**src/rtl/seq_mult_nbit.sv**
```systemverilog
// Sequential N-bit unsigned shift-and-add multiplier built around a ripple-carry adder.
// Optional early termination is compiled in with `define SEQ_MULT_EARLY_DONE_EN.

module rca_nbit #(
  parameter int unsigned N = 4
) (
  input  logic [N-1:0] x,
  input  logic [N-1:0] y,
  input  logic         cin,
  output logic [N-1:0] sum,
  output logic         cout
);

  // Bit-serial carry chain; a scalar carry variable keeps the chain acyclic.
  always_comb begin
    logic carry;
    sum   = '0;
    carry = cin;
    for (int i = 0; i < int'(N); i++) begin
      sum[i] = x[i] ^ y[i] ^ carry;
      carry  = (x[i] & y[i]) | (carry & (x[i] ^ y[i]));
    end
    cout = carry;
  end

endmodule

module seq_mult_nbit #(
  parameter int unsigned N = 4
) (
  input  logic           clk,
  input  logic           rst,
  input  logic           start,
  input  logic [N-1:0]   a,
  input  logic [N-1:0]   b,
  output logic           busy,
  output logic           done,
  output logic [2*N-1:0] p
);

  localparam int unsigned CW = (N > 2) ? $clog2(N) : 1;
  localparam int unsigned PW = 2 * N;

  typedef enum logic [1:0] {
    IDLE = 2'd0,
    RUN  = 2'd1,
    DONE = 2'd2
  } state_t;

  state_t          state;
  logic [N-1:0]    mcand;
  logic [N-1:0]    upper;
  logic [N-1:0]    lower;
  logic [CW-1:0]   cnt;

  logic [N-1:0]    addend;
  logic [N-1:0]    sum;
  logic            cout;
  logic [PW-1:0]   shifted;
  logic [PW-1:0]   product;
  logic            last;

  assign addend  = lower[0] ? mcand : '0;
  assign shifted = {cout, sum, lower[N-1:1]};

  rca_nbit #(.N(N)) u_add (
    .x    (upper),
    .y    (addend),
    .cin  (1'b0),
    .sum  (sum),
    .cout (cout)
  );

`ifdef SEQ_MULT_EARLY_DONE_EN
  // Unprocessed multiplier bits; finish once none of them is set.
  logic [N-1:0]  rem;
  logic [CW-1:0] shamt;

  assign shamt   = CW'(N - 1) - cnt;
  assign last    = (cnt == CW'(N - 1)) || ((rem >> 1) == '0);
  assign product = shifted >> shamt;
`else
  assign last    = (cnt == CW'(N - 1));
  assign product = shifted;
`endif

  always_ff @(posedge clk) begin
    if (rst) begin
      state <= IDLE;
      mcand <= '0;
      upper <= '0;
      lower <= '0;
      cnt   <= '0;
      busy  <= 1'b0;
      done  <= 1'b0;
      p     <= '0;
`ifdef SEQ_MULT_EARLY_DONE_EN
      rem   <= '0;
`endif
    end else begin
      case (state)
        IDLE, DONE: begin
          done <= 1'b0;
          if (start) begin
            mcand <= a;
            upper <= '0;
            lower <= b;
            cnt   <= '0;
            busy  <= 1'b1;
            state <= RUN;
`ifdef SEQ_MULT_EARLY_DONE_EN
            rem   <= b;
`endif
          end else begin
            state <= IDLE;
          end
        end
        RUN: begin
          upper <= shifted[PW-1:N];
          lower <= shifted[N-1:0];
          cnt   <= cnt + CW'(1);
`ifdef SEQ_MULT_EARLY_DONE_EN
          rem   <= rem >> 1;
`endif
          if (last) begin
            state <= DONE;
            busy  <= 1'b0;
            done  <= 1'b1;
            p     <= product;
          end
        end
        default: begin
          state <= IDLE;
          busy  <= 1'b0;
          done  <= 1'b0;
        end
      endcase
    end
  end

endmodule

```
**config.mk**
```make
export PLATFORM = sky130hd
export DESIGN_NAME = seq_mult_nbit
export DESIGN_NICKNAME = d
export VERILOG_FILES = /design/src/rtl/seq_mult_nbit.sv
export SDC_FILE = /design/constraint.sdc
export NUM_CORES = 1
export LEC_CHECK = 0
export ABC_AREA = 1
export BUFFER_PORTS_ARGS = -buffer_cell sky130_fd_sc_hd__buf_2
export CAP_MARGIN = 20
export CORE_MARGIN = 5
export CORE_UTILIZATION = 48
export CTS_CLUSTER_SIZE = 24
export DETAILED_ROUTE_END_ITERATION = 7
export PLACE_DENSITY = 0.74
export SYNTH_ARGS = -nofsm -noshare
export SYNTH_HDL_FRONTEND = slang
export SYNTH_SLANG_ARGS = --single-unit
export TNS_END_PERCENT = 50
```
**constraint.sdc**
```tcl
create_clock -name clk -period 2.09 [get_ports clk]
set_clock_uncertainty 0.05 [all_clocks]
set_input_delay 0.3135 -clock clk [delete_from_list [all_inputs] [get_ports clk]]
set_output_delay 0.3135 -clock clk [all_outputs]
set_load 0.01 [all_outputs]
```
# Yosys cells after proc, flatten, opt, wreduce, memory -nomap -nowiden
# Index checks and enable logic that the tools add are counted.
# classes
bitwise_logic	18
n_mul	0
addsub	1
shift	0
n_lt_le_gt_ge	0
muxes	13
n_reduce_logical	8
div	0
eq_ne	5
# op_table
cell	count
$pmux 4 s2	2
$mux 4	3
$pmux 2 s2	2
$reduce_and 2->1	4
$and 1x1->1	7
$xor 1x1->1	7
$eq 2x2->1 const B	2
$mux 2	2
$ne 2x2->1 const B	2
$reduce_or 2->1	2
$mux 1	3
$or 1x1->1	3
$add 2x1->2 const B	1
$eq 2x1->1 const B	1
$logic_not 2->1	1
$pmux 1 s2	1
$reduce_bool 2->1	1
$not 1->1	1
# totals
register_bits	26
ramBits	0
n_memories	0
latch_bits	0
rom_bits	0
word_cells	53

# Logic depth before layout (Yosys ltp)
# Gate-level depths: netlist of the first run.
# logic_depth
word_depth	9
depth_mapped	10

# Cells and area by module
# A second synthesis of the first run with hierarchy kept.
# unflattened
cells_unflattened	159
hier_area_um2	1179.9
# by_module_without_submodules
mod	cells_per_inst	seq_area_each_um2	instances	area_each_um2
seq_mult_nbit	145	520.5	1	1062.3
rca_nbit	14	0.0	1	117.6

# Worst setup path before layout of the first run
# No wires, ideal clock.
# synth_path
path_type	flip-flop to flip-flop
from	reg lower[0]
to	reg p[6]
path_buffers	0
period_less_slack_ns	2.144
slack_ns	-0.054
arrival_ns	1.984
path_stages_with_launch	11
setup_ns	0.110
cell_sequence	dfxtp_1 -> nand2_1 -> inv_1 -> ha_1 -> inv_1 -> fa_1 -> fa_1 -> fa_1 -> nand2_1 -> nand2_1 -> nor2_1
# synth_via
elab_chain_cells	7
elab_cells_between_ends	12
cone_classes	mux (1); bitwise (11)
# synth_rtl
element	line_no	text
start: declaration	53	logic [N-1:0] lower;
start signal: assignment	120	lower <= shifted[N-1:0];
$mux 4 (*)	63	assign addend = lower[0] ? mcand : '0;
$and 1x1->1 / $xor 1x1->1 (equally long branches)	21	carry = (x[i] & y[i]) | (carry & (x[i] ^ y[i]));
$and 1x1->1	21	
$or 1x1->1	21	
$and 1x1->1	21	
$or 1x1->1	21	
$xor 1x1->1 (*)	20	sum[i] = x[i] ^ y[i] ^ carry;
end signal: assignment	129	p <= product;
end: declaration	38	output logic [2*N-1:0] p
# Every way passes the cells marked *; elsewhere a longest branch is shown, timed or not.
# A chain may end at the register's enable or synchronous reset.

# Final worst setup path of the first run
# layout_path
from	reg mcand[0]
to	reg p[6]
# layout_via
elab_chain_cells	7
# layout_rtl
element	line_no	text
start: declaration	51	logic [N-1:0] mcand;
start signal: assignment	90	mcand <= '0;
start signal: assignment	105	mcand <= a;
$mux 4	63	
$and 1x1->1 (2 in a row)	21	
$or 1x1->1	21	
$and 1x1->1	21	
$or 1x1->1	21	
$xor 1x1->1	20	
# No other way between the ends.

==> results of run 1 <==
state kept, by name (all words and copies together), names as in the netlist:
register and cells:
busy 1, lower 4, done 1, cnt 2, p 8, mcand 4, state 2, upper 4
through the flow:
| step | instance area (um2) | setup TNS [ps] | utilization | instances |
|---|---|---|---|---|
| final | 1313 | -4.298 | 0.5821 | 206 |
| after global routing | 1313 | -193.2 | 0.5821 | 206 |
| after CTS | 1313 | -4.506 | 0.5821 | 206 |
| after detailed placement | 1286 | -54.55 | 0.5705 | 203 |
| after global placement | 1286 | 0 | 0.5705 | 203 |
| after floorplan | 1151 | 0 | - | 156 |
what timing repair did:
item / CTS / global route
resized for setup: 2 / 0
cloned: 0 / 0
endpoints found under the setup margin: 3 / 3
kinds of logic (layout without fill, tap and decap cells):
group / after synthesis / count (layout) / share of synthesized area
flip-flops: 26 / 26 / 0.4537
adder cells (fa/ha/maj): 5 / 5 / 0.07415
buffers and inverters: 29 / 51 / 0.09815
AND/OR/NAND/NOR: 79 / 79 / 0.2955
AO/OA/AOI/OAI: 17 / 17 / 0.07851
metal layers:
metal	vias up	part of all wire	track usage
li1	521	-	-
met4	0	0.0061	0.05825
met2	22	0.49	0.2413
met3	2	0.052	0.01974
met5	-	0	0
met1	435	0.46	0.1808
synth_stat cells, drive strengths merged:
master,n
clkbuf,2
o21ai,10
clkinv,1
nand3,9
a21oi,3
o22ai,4
dfxtp,26
buf,1
nand2,40
inv,25
ha,2
nand3b,1
nor3,2
fa,3
nor2,27
critical path: stages (launching register included):
cell	delay, ps
dfxtp_2	350
nand2_1	50
inv_1	50
ha_1	130
inv_1	50
fa_2	330
fa_2	350
fa_1	500
nand2_1	60
nand2_1	50
nor2_1	30
worst max path at each step:
stage,start,endpoint,cells after the start
final,mcand[0],p[6],10
after global routing,mcand[0],p[6],10
after CTS,mcand[0],p[6],10
after detailed placement,mcand[0],p[6],10
after global placement,mcand[0],p[6],10
after floorplan,lower[0],p[6],10
power by group through the flow:
stage / combinational, mW / sequential (mW) / clock (mW)
finish: 0.116 / 0.531 / 0.209
detailed placement: 0.115 / 0.541 / 0
floorplan: 0.0800 / 0.541 / 0
CTS: 0.116 / 0.531 / 0.216
global route: 0.133 / 0.534 / 0.235
global placement: 0.111 / 0.540 / 0
layout make-up:
type,instances,area (um2),share of cell area
multi-input cells,101,519.2,0.3956
well taps,28,35.03,0.02669
clock buffers,3,22.52,0.01716
inverters,26,97.59,0.07436
flip-flops and latches,26,523.0,0.3985
repair buffers,22,115.1,0.08770
==> metrics, run 1 <==
most frequent cells in the layout=nand2_1, inv_1, nor2_1, dfxtp_1, buf_2; Worst EP required=2270 ps; Least-Margin Pin Slew=382.5 ps; R2R Path End=p[6]; Die X=58.89 um; Data arrival, critical path=2270 ps; gr ovfl total=0; worst r2r src=mcand[0]; Final Hold Fails=0; Yosys Warn Count=0; Pins Over Slew Limit=0; setup bufs post-CTS=0; worst setup margin=-4.298 ps; average wire per standard cell=11.19 um; area grow syn2layout=14.39%; # fillers=241; DRC=0; worst vdd ir=0.4140 mV; share of layout cells above drive strength 1=0.1854; crit path launch type=flip-flop; Min Hold Slack=96.26 ps; min Tclk post-route=2094 ps; top cell type by total area after synthesis=dfxtp_1; reg2reg path depth=10; Yosys top cell area share=0.4537; Hold Crit Class=in -> reg; number of CTS-inserted buffers=3; r2r setup slk=-4 ps; switching power=226.6 uW; number of global-route vias before repair=924; Post-Syn Area per Cell=7.355 um2; CTS sink cnt=26; kind of critical path=reg -> reg; initial drt markers=28; DR pass1 iterations=4; clk_lat worst skew=320 ps; Pint=628.5 uW; gpl congestion=0.7578; Flop pwr share=0.621; total track usage=0.1425; first-pass GRT wire length=3864 um; Final Total Pwr=855.1 uW; Net Count, Synth=172; Final period util=1.002; # IOs=21; Cells after Synth=156; top cells by area, synth=dfxtp_1, nand2_1, inv_1, nor2_1, fa_1; drt total wl=2305 um; Sw Share=0.2650; combinational fraction of design power=0.135; worst rel slew slack=0.7444; failing checks=negative setup slack; PortBufs=20; nets=196; CP endpoint kind=flip-flop; status=complete, but fails checks; register area share after synthesis=0.4537; Core Region=2255 um2; # rows=17; antenna violations before repair=0; pre-CTS setup slack=-49.22 ps; DR vias/cell=4.757; Synth cell types=18; Power Density=651.5 nW/um2; Detail Placement HPWL=1720 um; RSZ-0062 raised after global routing=yes; Clock Tree Buf Depth=2; Die Ht=58.89 um; Post-Syn Area=1147 um2; Hold-fix buffers, CTS=0; Hold Path End=state[0]; max capacitance violation total=0; CTS tree=yes; largest net degree at the start of global routing=15; final setup violation count=1; clock group share of total power=0.244; Static Leakage=0.6234 nW; Crit Path Max Fanout=2; # H-tree levels=1; Clock Pin Slew Worst Setup and Hold Paths=140 ps; fmax=0.4775 GHz; Initial Util=0.5089; die area=3468 um2; DR vias=980; hold depth=2; n_diodes=0; CTS Root Cell=clkbuf_4; Routed Antenna Nets=0; Worst Hold Launch=rst; #FFs+latches synth=26; commonest non-fill, non-tap cell in the layout=nand2_1
Note: power is estimated with default switching activity, not from simulation.
==> run 2: changes to the inputs <==
Settings changed: CORE_UTILIZATION 48 to 45, PLACE_DENSITY 0.74 to 0.68.
Clock period 2.09 ns to 2.4 ns, I/O delays scaled along.
==> metrics, run 2 (synthesized netlist as in run 1, its figures left out) <==
status=completed; number of global-route vias before repair=932; Top reg by flops=p; Least-Margin Pin Slew=405.0 ps; min Tclk post-route=2224 ps; gpl congestion=0.7665; Worst EP required=2580 ps; area grow syn2layout=16.03%; Final period util=0.9268; max capacitance violation total=0; die area=3660 um2; gr ovfl total=0; post-route cell area=1331 um2; CP endpoint kind=flip-flop; # IOs=21; Core Region=2455 um2; DR pass1 iterations=4; number of CTS-inserted buffers=3; Clock Pin Slew Worst Setup and Hold Paths=150 ps; Largest stage delay, worst path=520 ps; CTS resizes=0; Data arrival, critical path=2410 ps; drt total wl=2242 um; Initial Util=0.4674; DRC=0; Placed Area=1277 um2; initial drt markers=37; clk_lat worst skew=320 ps; Hold Crit Class=in -> reg; Die X=60.50 um; first-pass GRT wire length=3988 um; RSZ-0062 raised after global routing=no; pre-CTS setup slack=163.6 ps; final setup violation count=0; TNS Setup=0 ps; fmax=0.4496 GHz; total track usage=0.1428; # H-tree levels=1; # rows=18; Final Non-Filler Cells=208; average wire per standard cell=10.78 um; Final Hold Fails=0; Die Ht=60.50 um; Final Total Pwr=857.1 uW; Final Util=0.5423; n_diodes=0; nets=195; worst rel slew slack=0.7283; worst vdd ir=0.4142 mV; share of layout cells above drive strength 1=0.1685; antenna violations before repair=0; CTS Root Cell=clkbuf_4; Cells after DPL=204; largest net degree at the start of global routing=16; worst setup margin=175.7 ps; DR vias=994; Detail Placement HPWL=1733 um; Routed Antenna Nets=0; PortBufs=20; Pins Over Slew Limit=0; Static Leakage=0.6297 nW; max reg flops=8; commonest non-fill, non-tap cell in the layout=nand2_1; crit path launch type=flip-flop; CTS sink cnt=26; most frequent cells in the layout=nand2_1, inv_1, nor2_1, dfxtp_1, buf_2; kind of critical path=reg -> reg; Min Hold Slack=131.8 ps; CTS tree=yes; Crit Path Max Fanout=5; slowest CP cell=fa_1; Power Density=643.8 nW/um2; Hold-fix buffers, CTS=0; DR vias/cell=4.779; setup bufs post-CTS=0; CP cell instances=nand2_1 -> inv_1 -> ha_1 -> inv_1 -> fa_1 -> fa_1 -> fa_1 -> nand2_1 -> nand2_1 -> nor2_1; Clock Tree Buf Depth=2
-- run 2: cell types whose count changed in the layout (fill, tap and decap cells not counted), sizes merged --
cell,delta
bufinv,+1
buf,-1
-- run 2: report_power, final --
part | total, mW | internal (mW) | leakage [nW] | switching (mW)
combinational | 0.0942 | 0.0343 | 0.389 | 0.0599
sequential | 0.463 | 0.452 | 0.212 | 0.0118
clock | 0.299 | 0.169 | 0.0279 | 0.131
-- run 2: layer usage --
| layer | GRT usage | part of all wire |
|---|---|---|
| met3 | 0.02766 | 0.064 |
| met5 | 0 | 0 |
| met2 | 0.2176 | 0.47 |
| met4 | 0.07121 | 0.013 |
| met1 | 0.1935 | 0.45 |
-- run 2: critical path, delay by kind of cell, from the launching register on --
kind,cells,cell delay (ps)
DFF,1,380
buffers and inverters,2,90
and+or+nand+nor,4,200
adders and majority gates,4,1410
-- run 2: layout make-up --
cell class	instances	area, um2
clock inverters	1	30.03
flip-flops and latches	26	521.8
multi-input cells	101	514.2
inverters	26	97.59
clock buffers	3	22.52
well taps	30	37.54
repair buffers	21	107.6
fillers	270	1124
-- run 2: worst paths after layout --
kind / cells after the start / slack (ps) / end / start
worst max register to register: 10 / 180 / p[6] / lower[0]
worst min register to register: 2 / 450 / mcand[3] / mcand[3]
worst min-delay path: 2 / 130 / state[0] / rst
worst max-delay path: 10 / 180 / p[6] / lower[0]
==> run 3: changes to the inputs <==
Settings changed: ABC_AREA 1 to 0, CORE_ASPECT_RATIO set to 0.75.
==> metrics, run 3 <==
Top delay family on crit path=adder cells; Pins Over Slew Limit=0; worst rel slew slack=0.5735; max capacitance violation total=0; Crit Path Max Fanout=2; top cell type by total area after synthesis=dfxtp_1; Final period util=0.9641; Yosys top cell area share=0.4566; Net Count, Synth=138; CP endpoint kind=flip-flop; Die X=68.12 um; CTS Root Cell=clkbuf_4; hold depth=3; top cells by area, synth=dfxtp_1, nand2_1, fa_1, nor2_1, a211oi_2; Hold Crit Class=in -> reg; register area share after synthesis=0.4566; number of CTS-inserted buffers=3; most frequent cells in the layout=dfxtp_1, buf_2, nand2_1, nor2_1, a21oi_1; Final Util=0.5439; drt total wl=2242 um; min Tclk post-route=2314 ps; Data arrival, critical path=2480 ps; Least-Margin Pin Slew=639.8 ps; Final Total Pwr=754.6 uW; kind of critical path=reg -> reg; #FFs+latches synth=26; Top reg by flops=p; antenna violations before repair=0; final setup violation count=0; most frequent CP cell=fa_2; GRT busiest layer=met2; largest net degree at the start of global routing=27; GRT met3 Usage=0.05637; nets=157; Worst EP required=2570 ps; # H-tree levels=1; WP buf/inv=1; clk_lat worst skew=320 ps; Hold-fix buffers, CTS=0; Clock Pin Slew Worst Setup and Hold Paths=140 ps; Simple-Gate Fraction of Synth Area=0.2228; Post-Syn Area=1140 um2; multiplexer share of the synthesized area=0.03513; status=completed; die area=3650 um2; DR pass1 iterations=4; share of layout cells above drive strength 1=0.2929; area grow syn2layout=12.84%; CP cell instances=and2_1 -> ha_1 -> inv_1 -> fa_2 -> fa_2 -> fa_1 -> nor3b_2 -> a31oi_1 -> nor2_1; crit path launch type=flip-flop; # rows=15; post-synthesis adder-cell area fraction=0.07464; Cells after Synth=122; Synth cell types=29; Detail Placement HPWL=1562 um; Post-synth top cells=dfxtp_1, nand2_1, nor2_1; most frequent cell after synthesis=dfxtp_1; first-pass GRT wire length=3864 um; gpl congestion=0.7613; # IOs=21; commonest non-fill, non-tap cell in the layout=dfxtp_1; DRC=0; max reg flops=8; Compound-Gate Fraction of Synth Area=0.1383; M2 GR Usage=0.2288; reg2reg path depth=9; CTS tree=yes; gr ovfl total=0; Largest stage delay, worst path=590 ps; fmax=0.4322 GHz; DR vias=883; average wire per standard cell=12.89 um; number of global-route vias before repair=860; xor and xnor area share after synthesis=0; Post-synth ARST share=0; Core Region=2365 um2; largest family of logic cells by synthesized area=simple AND/OR/NAND/NOR gates; RSZ-0062 raised after global routing=yes; DR vias/cell=5.075; Static Leakage=0.4913 nW; Post-Syn Area per Cell=9.343 um2; Post-synth EDFFs=0; slowest CP cell=fa_1; Clock Tree Buf Depth=2; PortBufs=20; Final Hold Fails=0; initial drt markers=23; n_diodes=0; Main synth FF type=dfxtp_1; Initial Util=0.4820; CTS sink cnt=26; Routed Antenna Nets=0; total track usage=0.1411; worst vdd ir=0.3878 mV; total stage count of the critical path=9; Power Density=586.6 nW/um2; Yosys Warn Count=0; routing usage on met1=0.1816; Die Ht=53.59 um
run 3: path summary, 6_finish.rpt:
check | to | startpoint | slack, ps
setup / recovery | upper[2] | mcand[0] | 90
hold / removal | mcand[1] | a[1] | 200
setup reg to reg | upper[2] | mcand[0] | 90
hold reg to reg | mcand[0] | mcand[0] | 410
run 3: metal layers:
metal	wire [um]	share of wire	vias up
met4	0	0	0
met2	1016	0.45	22
met5	0	0	-
met1	1090	0.49	416
met3	135	0.060	0
li1	-	-	445
run 3: logic make-up (layout without fill, tap and decap cells):
group                      after synthesis  count (layout)
and+or+nand+nor                         53              53
DFF                                     26              26
AOI/OAI and AO/OA                       21              21
buffers and inverters                   13              31
adders and majority gates                5               5
muxes                                    4               4
run 3: area by class of cell:
class,instances,area [um2]
timing repair buffer,23,122.6
multi-input combinational,83,546.8
fill,242,1079
sequential,26,523.0
clock buffer,4,36.28
tap,34,42.54
inverter,4,15.01
run 3: worst register-to-register path, cell delays in order (launching register included):
cell and delay [ps]:
dfxtp_2 340, and2_1 120, ha_1 130, inv_1 50
fa_2 330, fa_2 350, fa_1 590, nor3b_2 60
a31oi_1 150, nor2_1 50
run 3: repair_timing:
item                                    4_1_cts  5_1_grt
endpoints found under the setup margin        0        2
setup buffers                                 0        1
gates resized for setup                       0        5
run 3: per-stage QoR:
stage	cells	setup TNS (ps)	worst slack, ps	hold WS, ps	cell area [um2]
4_1_cts	173	0	47.47	197.3	1266
3_5_place_dp	169	0	57.82	395.9	1230
5_1_grt	174	-79.60	-62.87	183.6	1286
2_1_floorplan	122	0	95.76	381.7	1140
3_3_place_gp	169	0	106.3	393.8	1230
6_report	174	0	86.08	202.6	1286
run 3: report_power, final:
part / total [mW] / switching, mW / internal (mW)
combinational: 0.0709 / 0.0418 / 0.0290
clock: 0.223 / 0.130 / 0.0929
sequential: 0.461 / 0.0122 / 0.448
total: 0.755 / 0.184 / 0.570
